<file path="src/rtl/spi_image_buffer.sv">
// Byte-to-bitmap assembler: packs SPI bytes LSB-first into the BNN image register
// and reports fill state (empty/filling/full, overflow) to the control FSM.
module spi_image_buffer #(
    parameter int IMG_BITS = 904,
    parameter int PIXELS   = 900,
    parameter int ADDR_W   = 10
) (
    input  logic                clk,
    input  logic                rst_n,
    input  logic                clear_buffer,
    input  logic                buffer_write_enable,
    input  logic [7:0]          buffer_data_in,
    output logic [ADDR_W-1:0]   write_addr,
    output logic                buffer_empty,
    output logic                buffer_full,
    output logic                write_ack,
    output logic                overflow,
    output logic [IMG_BITS-1:0] img_out
);

    localparam int BYTES     = IMG_BITS / 8;
    localparam int LAST_SLOT = BYTES - 1;

    typedef enum logic [1:0] {
        ST_EMPTY,
        ST_FILLING,
        ST_FULL
    } state_t;

    state_t     state;
    logic [7:0] lane_data;

    // Bits of the addressed lane that fall in the padding region are forced to 0.
    always_comb begin
        // NOTE: default first so every path assigns lane_data and no latch is inferred.
        lane_data = buffer_data_in;
        for (int i = 0; i < 8; i++) begin
            if (int'(write_addr) * 8 + i >= PIXELS) lane_data[i] = 1'b0;
        end
    end

    // NOTE: state uses non-blocking assignments so every register samples pre-edge values.
    always_ff @(posedge clk or negedge rst_n) begin
        if (!rst_n) begin
            // NOTE: the image register is reset too: a partial image must never leak out.
            state        <= ST_EMPTY;
            write_addr   <= '0;
            buffer_empty <= 1'b1;
            buffer_full  <= 1'b0;
            write_ack    <= 1'b0;
            overflow     <= 1'b0;
            img_out      <= '0;
        end else if (clear_buffer) begin
            state        <= ST_EMPTY;
            write_addr   <= '0;
            buffer_empty <= 1'b1;
            buffer_full  <= 1'b0;
            write_ack    <= 1'b0;
            overflow     <= 1'b0;
            img_out      <= '0;
        end else begin
            write_ack <= 1'b0;
            case (state)
                // EMPTY is FILLING with write_addr == 0, so both share the store path.
                ST_EMPTY, ST_FILLING: begin
                    if (buffer_write_enable) begin
                        for (int b = 0; b < BYTES; b++) begin
                            if (write_addr == ADDR_W'(b)) img_out[b*8 +: 8] <= lane_data;
                        end
                        write_addr   <= write_addr + ADDR_W'(1);
                        write_ack    <= 1'b1;
                        buffer_empty <= 1'b0;
                        if (write_addr == ADDR_W'(LAST_SLOT)) begin
                            state       <= ST_FULL;
                            buffer_full <= 1'b1;
                        end else begin
                            state <= ST_FILLING;
                        end
                    end
                end
                ST_FULL: begin
                    if (buffer_write_enable) overflow <= 1'b1;
                end
                default: state <= ST_EMPTY;
            endcase
        end
    end

endmodule

</file>
<file path="config.mk">
export PLATFORM = sky130hd
export DESIGN_NAME = spi_image_buffer
export DESIGN_NICKNAME = d
export VERILOG_FILES = /design/src/rtl/spi_image_buffer.sv
export SDC_FILE = /design/constraint.sdc
export NUM_CORES = 1
export LEC_CHECK = 0
export BUFFER_PORTS_ARGS = -buffer_cell sky130_fd_sc_hd__buf_2
export CAP_MARGIN = 20
export CORE_AREA = 2 2 365 367
export CTS_BUF_LIST = sky130_fd_sc_hd__clkbuf_4 sky130_fd_sc_hd__clkbuf_8
export CTS_CLUSTER_DIAMETER = 120
export DETAILED_ROUTE_END_ITERATION = 6
export DIE_AREA = 0 0 367 369
export PLACE_DENSITY = 0.51
export SETUP_SLACK_MARGIN = 0.15
export SLEW_MARGIN = 40
export SYNTH_ARGS = -nofsm -noshare
export SYNTH_HDL_FRONTEND = slang
export SYNTH_SLANG_ARGS = --single-unit
</file>
<file path="constraint.sdc">
create_clock -name clk -period 2.9 [get_ports clk]
set_input_delay 0.58 -clock clk [delete_from_list [all_inputs] [get_ports clk]]
set_output_delay 0.58 -clock clk [all_outputs]
set_load 0.03 [all_outputs]
</file>
==> impl_summary.md, run 1 <==
Status
The flow ran to the end, and the final reports show no timing, DRC or antenna violations.

Route
The number of iterations in the first detailed-routing pass is 5. The average wire per cell in the routed design is 25.5 microns. In this run the remaining antenna-violating nets after routing total 0. After detailed routing, the number of remaining DRC violations is 0. The number of vias per cell after detailed routing is 4.68. The number of design-rule violations left by the first detailed-router iteration is 1710. For this block, the routed nets add up to 155000 microns of wire. The final route contains 28400 vias.

Worst setup path
The largest single stage delay on the critical path is 770 ps. The startpoint type of the worst setup path is a flip-flop. The number of buffer and inverter stages on the critical path is 1. Of all nets on the critical path, the largest fanout is 14. The worst register-to-register path ends at img_out[91]$_DFFE_PN0P_. The kind of end point of the critical path is an output port.

The cell family contributing the most delay on the critical path is flip-flops. Data on the critical path is required at its endpoint by 2320 ps. The critical path goes through buf_2. The critical path is of the reg2out type. The startpoint of the worst register-to-register path is write_addr[1]$_DFFE_PN0P_. Measured in cells, the most critical reg-to-reg path has a length of 5. Data on the critical path arrives at its endpoint at 2040 ps. The flop-to-flop setup slack is 400 ps. The critical-path cell with the highest stage delay is sky130_fd_sc_hd__dfrtp_1.

Timing
The worst slew slack as a fraction of its limit is 42.2%. The final count of pins violating max slew is 0. The final count of hold timing violations was 0. For this run, the top clock speed supported by timing is 382 MHz.

At the pin with the least slew margin, the transition time is 867 ps. The post-route minimum period is 2620 ps. The count of final setup violators is 0. The final critical path takes up 90.4% of the cycle.

Setup repair after global routing left no endpoint under its margin. The clock arrives with 37.9 ps of skew. Across all hold checks on the routed design, the worst slack comes to 197 ps. In the final timing run, aggregate negative setup slack is 0 ps.

GRT
The via count of the first global-routing pass came to 29300. The total overflow left after global routing is 0. The pin count of the biggest net entering global routing is 232. The global routing usage summed across all routing layers is 22.4%. The initial antenna violation count is 6. The first-pass GRT wire length is 222000 microns.

CTS
Clock tree synthesis inserted a total of 168 buffers. The H-tree depth is 4. No sink is reached through more buffers than the 3 on the longest clock path. After clock tree synthesis, the clock-pin slew on the worst setup and hold paths is 50 ps. CTS placed an instance of sky130_fd_sc_hd__clkbuf_8 at the clock tree root.

The clock net in this run drives a total of 920 sinks. Buffers added to address setup during post-CTS repair amount to 0. The clock latency on the worst-skew pair is 890 ps. TritonCTS built the clock tree.

Pwr
The power consumption is 27500 uW. In this run switching power makes up 24.4% of total power. The combinational fraction of design power is 5.1%. The reported net switching power is 6730 uW. Sequential cells account for 46.8% of the total power. The internal power contribution is 20800 uW.

The power density over the cells is 530 mW/mm^2. The share of total power in the clock network is 48.1%. The analysis attributes to cell leakage a power of 0.0316 uW. The worst-case vdd ir drop is 0.390 mV.

Yosys
The distinct cell type count of the synthesized netlist is 48. The most used flip-flop cell after synthesis is sky130_fd_sc_hd__dfrtp_1. The cell area after synthesis is 0.0408 sq mm. The area share of the largest cell type after synthesis is 56.3%. The number of synthesized register bits is 920. The async set-reset flop share out of synthesis is 100%. The synthesized netlist net count is 3229.

The number of enable-type register cells in the synthesized netlist is 0. In the post-synthesis netlist, the biggest area contributors are sky130_fd_sc_hd__dfrtp_1 56%, sky130_fd_sc_hd__mux2i_1 22%, sky130_fd_sc_hd__nand2b_1 14%. Synthesis handed over a netlist of 3212 instances. The fraction of the yosys area taken by sequential cells is 56.4%. The Yosys step of the flow raised 0 warnings.

Each instance of the synthesized netlist takes up on average 12.7 sq um. The biggest area contributor in the post-synthesis netlist is sky130_fd_sc_hd__dfrtp_1.

Floorplanning
The starting density of the core is 31.1%. The area of the core is 0.131 sq mm. The chip height is 369 microns.

The floorplan step defined a die boundary enclosing 0.135 sq mm. 930 I/O pins were placed. The initialized floorplan defines 133 standard-cell rows.

The die extent in x is 367 microns.

Layout
The area growth from synthesis to layout is 27.4%. Leaving out fill and tap cells, the most frequent cells in the layout are 927 x sky130_fd_sc_hd__buf_2, 918 x sky130_fd_sc_hd__dfrtp_1, 901 x sky130_fd_sc_hd__nand2b_1. Leaving out fill and tap cells, the most frequent cell in the layout is sky130_fd_sc_hd__buf_2. After routing the design area is 0.0520 sq mm. The post-route netlist has 34.2% of its cells at a drive strength greater than 1. At the end of the flow, the number of nets in the layout was 4201.

The layout has 12900 filler cells.

Hold path
Along the worst hold path, the cell count comes to 3. In this run the worst hold path is classified as in2reg. The end of the worst hold path is write_addr[4]$_DFFE_PN0P_. The start point of the worst min-delay path is clear_buffer.

Placement
The placed instances occupy a cell area of 0.0484 sq mm. At the end of routability-driven placement, the weighted congestion stood at 0.774. Detailed placement ended at an HPWL of 105000 microns. During placement, the flow inserted port buffers numbering 929.

Flow run
Max-cap violations in this run came to 0.
[synthesized netlist by cell type, drive strengths merged (3+ instances only)]
library cell and count:
o211ai 4, ha 5, nand2b 901, nand3 13
nor4bb 4, nor4b 5, dfrtp 919, mux2i 900
a21oi 8, and3b 7, clkbuf 197, nand4 96
nor4 5, inv 6, buf 69, and2 3
nor2 12, mux2 3, nor2b 9, and4b 3
nand2 7, nor3b 9, and4 6
[worst register-to-register path, delay by kind of cell (launching register included)]
kind	cells	cell delay, ps
DFF	1	500
and+or+nand+nor	2	940
muxes	1	360
buffers and inverters	1	270
adders and majority gates	1	310
[routing by layer]
metal / routed length, microns / vias up / track usage, %
met4: 4440 / 4 / 6.87
met3: 11300 / 226 / 7.45
met1: 65800 / 14500 / 28.4
met2: 73300 / 869 / 36.2
li1: - / 12800 / -
met5: 27 / - / 0
[registers in the layout (all words and copies together) (netlist names)]
name / cells
state: 2
img_out: 904
overflow: 1
write_ack: 1
buffer_empty: 1
write_addr: 10
buffer_full: 1
[through the flow]
step	setup slack, ps	util, %	instances
2_1_floorplan	656	-	3212
3_3_place_gp	292	36.8	5765
3_5_place_dp	303	36.9	5767
4_1_cts	171	39.6	6062
5_1_grt	173	39.6	6066
6_report	279	39.7	6068
[final cells by class]
type | instances | area [sq um] | share of cell area (%)
Antenna cell | 5 | 12.5 | 0.0241
Clock buffer | 275 | 3380 | 6.51
Clock inverter | 19 | 206 | 0.397
Inverter | 6 | 22.5 | 0.0433
Multi-Input combinational cell | 2020 | 16900 | 32.4
Sequential cell | 920 | 23000 | 44.3
Tap cell | 1755 | 2200 | 4.22
Timing Repair Buffer | 1068 | 6270 | 12.1
[cells by family after synthesis]
kind of cell,count (synthesis),synth area share [%]
adder cells (fa/ha/maj),5,0.153
multiplexers,903,22.1
XOR/XNOR,1,0.0215
flip-flops,920,56.4
AO/OA/AOI/OAI,19,0.288
AND/OR/NAND/NOR,1092,18.3
buffers and inverters,272,2.73
[worst max path at each step]
stage	start	to	slack, ps	cells past startpoint
2_1_floorplan	write_addr[0]$_DFFE_PN0P_	img_out[864]$_DFFE_PN0P_	660	6
3_3_place_gp	buffer_write_enable	img_out[876]$_DFFE_PN0P_	290	6
3_5_place_dp	buffer_write_enable	img_out[877]$_DFFE_PN0P_	300	6
4_1_cts	write_addr[2]$_DFFE_PN0P_	write_addr[2]	170	2
5_1_grt	write_addr[2]$_DFFE_PN0P_	write_addr[2]	170	2
6_report	write_addr[3]$_DFFE_PN0P_	write_addr[3]	280	1
[power by group through the flow]
stage / clock (uW) / sequential, uW / combinational [uW]
global route: 14300 / 12900 / 1510
detailed placement: 0 / 13100 / 1440
global placement: 0 / 13100 / 1430
floorplan: 0 / 13100 / 603
finish: 13300 / 12900 / 1400
CTS: 13700 / 12900 / 1440
[timing repair]
item / CTS / global route
hold endpoints to repair: 36 / 0
resized for setup: 1 / 0
hold buffers: 1 / 0
setup endpoints to repair: 1 / 0
Note: power is estimated with default switching activity, not from simulation.
==> inputs of run 2 (changes only) <==
PLACE_DENSITY = 0.53   (was 0.51)
TNS_END_PERCENT = 30   (was not set)
clock period = 2.39 ns   (was 2.9 ns; I/O delays follow)
==> run 2 against run 1 <==
Effect of this change: via count increased by 2.3%; combinational power increased by 31%; critical path depth unchanged; clock-buffer cell count decreased by 12; worst setup slack got worse by 93 ps; non-clock buffer count increased by 102; sequential cell count unchanged; global-route usage increased by 0.41 points; final area increased by 1.7%.
==> impl_summary.md, run 2 (same netlist as run 1, synthesis figures left out) <==
Status
The run finished with clean final reports.

Layout
Leaving out fill and tap cells, the most frequent cell in the layout is sky130_fd_sc_hd__buf_2. Ranked by flip-flop count, first place goes to img_out. The sequential cell area in the final layout is 0.0230 sq mm. The largest registers in the layout are img_out (904), write_addr (10), state (2). The top cell types in the final layout, fill and taps aside, are 918 x sky130_fd_sc_hd__buf_2, 911 x sky130_fd_sc_hd__dfrtp_1, 901 x sky130_fd_sc_hd__nand2b_1. In the final layout, the multi-input gates occupy 0.0169 sq mm. The layout has 12800 filler cells. The register with the most flip-flops in the layout has 904 of them. After the last flow step, the layout net total stands at 4304. The area growth from synthesis to final layout is 29.5%. The share of final-layout standard cells stronger than drive strength 1 is 35.8%.

CTS
The total CTS buffers is 169. The clock latency on the worst-skew pair is 880 ps. The sink count of the clock tree is 920. The clock passes through at most 3 buffers. The clock transition time at the flip-flop clock pins of the worst setup and hold paths is 60 ps. The H-tree depth is 4. TritonCTS built the clock tree. The tree is rooted in a sky130_fd_sc_hd__clkbuf_8.

Worst setup path
The critical-path maximum fanout is 2. The number of buffer and inverter stages on the critical path is 1. The startpoint of the worst register-to-register path is write_addr[0]$_DFFE_PN0P_.

Measured in cells, the most critical reg-to-reg path has a length of 6. The signal on the critical path passes through buf_2. In this run the worst setup path begins at buffer_empty$_DFFE_PN1P_. The worst setup path is launched from a flip-flop. The critical path start-end classification is reg2out. Data on the critical path is required at its endpoint by 1910 ps.

On the critical path, the stage with the largest delay is an instance of sky130_fd_sc_hd__dfstp_2. The endpoint identified for the worst register-to-register timing path is img_out[767]$_DFFE_PN0P_. The data arrival time of the critical path is 1730 ps. In this run the register-to-register setup slack is 210 ps. The delay of the slowest critical-path stage is 630 ps. The gate family responsible for the most delay along the worst path is flip-flops. The worst setup path is captured at an output port.

Route
The pre-antenna-repair detailed-routing pass consisted of 5 iterations. After the first detailed-routing iteration, the DRC count stood at 2124. The routed wire length is 158000 microns. The DRC violation count after routing is 0.

The average wire per cell in the routed design is 25.6 microns. After detailed routing, the number of vias per cell comes to 4.71. The total number of vias is 29000. The final antenna-violating net count is 0.

Hold path
The worst hold path terminates at img_out[415]$_DFFE_PN0P_. In this run the most critical hold path is launched from buffer_data_in[7]. The cell depth of the worst min-delay path is 4. The path category of the worst min-delay check is in2reg.

Timing
The smallest hold slack is 129 ps. Setup slack on the critical path of the routed design comes to 187 ps. Adding up every negative setup slack in the final design gives 0 ps.

The setup clock skew after layout is 30.1 ps. The maximum clock rate is 454 MHz. The final critical path takes up 92.2% of the cycle. The routed design could run at a clock period as short as 2200 ps.

Setup repair after global routing could not meet its margin everywhere. At the pin with the least slew margin, the transition time is 794 ps. The final count of pins violating max slew was 0. The final count of hold timing violations was 0. Headroom to the max-slew limit came out at 47.1%. Setup violations remaining at the end of the flow were counted as 0.

GRT
The global routing usage summed across all routing layers is 22.8%. The pin count of the biggest net entering global routing is 168. The initial antenna violation count is 8. The first global-routing pass estimated 227000 microns of wire. The via count of the first global-routing pass is 30300. Global routing finished with a remaining overflow of 0.

Flow run
The number of max-cap violations is 0.

Placement
Detailed placement ended at an HPWL of 108000 microns. The final weighted congestion of routability-driven global placement is 0.804. The count of buffers added on input and output ports is 929. The setup slack after placement is 120 ps.

Pwr
The analysis attributes to cell leakage a power of 0.0319 uW. IR analysis of the VDD net gives a maximum drop of 0.460 mV. The power consumption is 33100 uW. Power spread over the standard cell area amounts to 626 mW/mm^2.

Floorplanning
Measured along the x axis, the die boundary spans 367 microns. In this run the vertical extent of the chip is 369 microns. The starting density of the core is 31.1%. The number of placed I/O pins is 930. The number of placement rows is 133.

The total die area is 0.135 sq mm. The floorplan step defined a core boundary enclosing 0.131 sq mm.
-- run 2: power by group --
part / switching, uW / internal, uW
Sequential: 17.2 / 15600
Clock: 6980 / 8680
Combinational: 1250 / 586
Total: 8250 / 24900
-- run 2: final cells by class --
type / instances / area share [%]
Clock inverter: 22 / 0.369
Inverter: 6 / 0.0426
Sequential cell: 920 / 43.6
Clock buffer: 263 / 6.12
Multi-Input combinational cell: 2020 / 32.0
Timing Repair Buffer: 1170 / 13.7
Tap cell: 1755 / 4.15
Antenna cell: 10 / 0.0473
-- run 2: worst max-delay path by stage --
stage | to | slack [ps] | cells after the start
3_3_place_gp | img_out[607]$_DFFE_PN0P_ | 120 | 6
3_5_place_dp | img_out[607]$_DFFE_PN0P_ | 120 | 6
2_1_floorplan | img_out[864]$_DFFE_PN0P_ | 150 | 6
4_1_cts | write_addr[2] | 40 | 2
6_report | buffer_empty | 190 | 1
5_1_grt | buffer_empty | 50 | 1
-- run 2: timing repair --
item                       CTS  global route
hold endpoints to repair   385             0
gates resized for setup     21            12
setup buffers                7             1
hold buffers                 4             0
setup endpoints to repair   29           373
-- run 2: per-layer routing --
metal  GRT usage (%)  wire (microns)  vias up
li1                -               -    13000
met1            28.8           66400    14900
met2            37.1           75200      919
met3            7.38           11400      224
met4            7.28            4600        2
met5               0              13        -
-- run 2: per-stage QoR --
step | area [sq um] | util [%] | std cells
finish | 52900 | 40.3 | 6166
global route | 52900 | 40.3 | 6161
floorplan | 40800 | - | 3212
CTS | 52800 | 40.2 | 6155
global placement | 49200 | 37.5 | 5859
detailed placement | 49200 | 37.5 | 5859
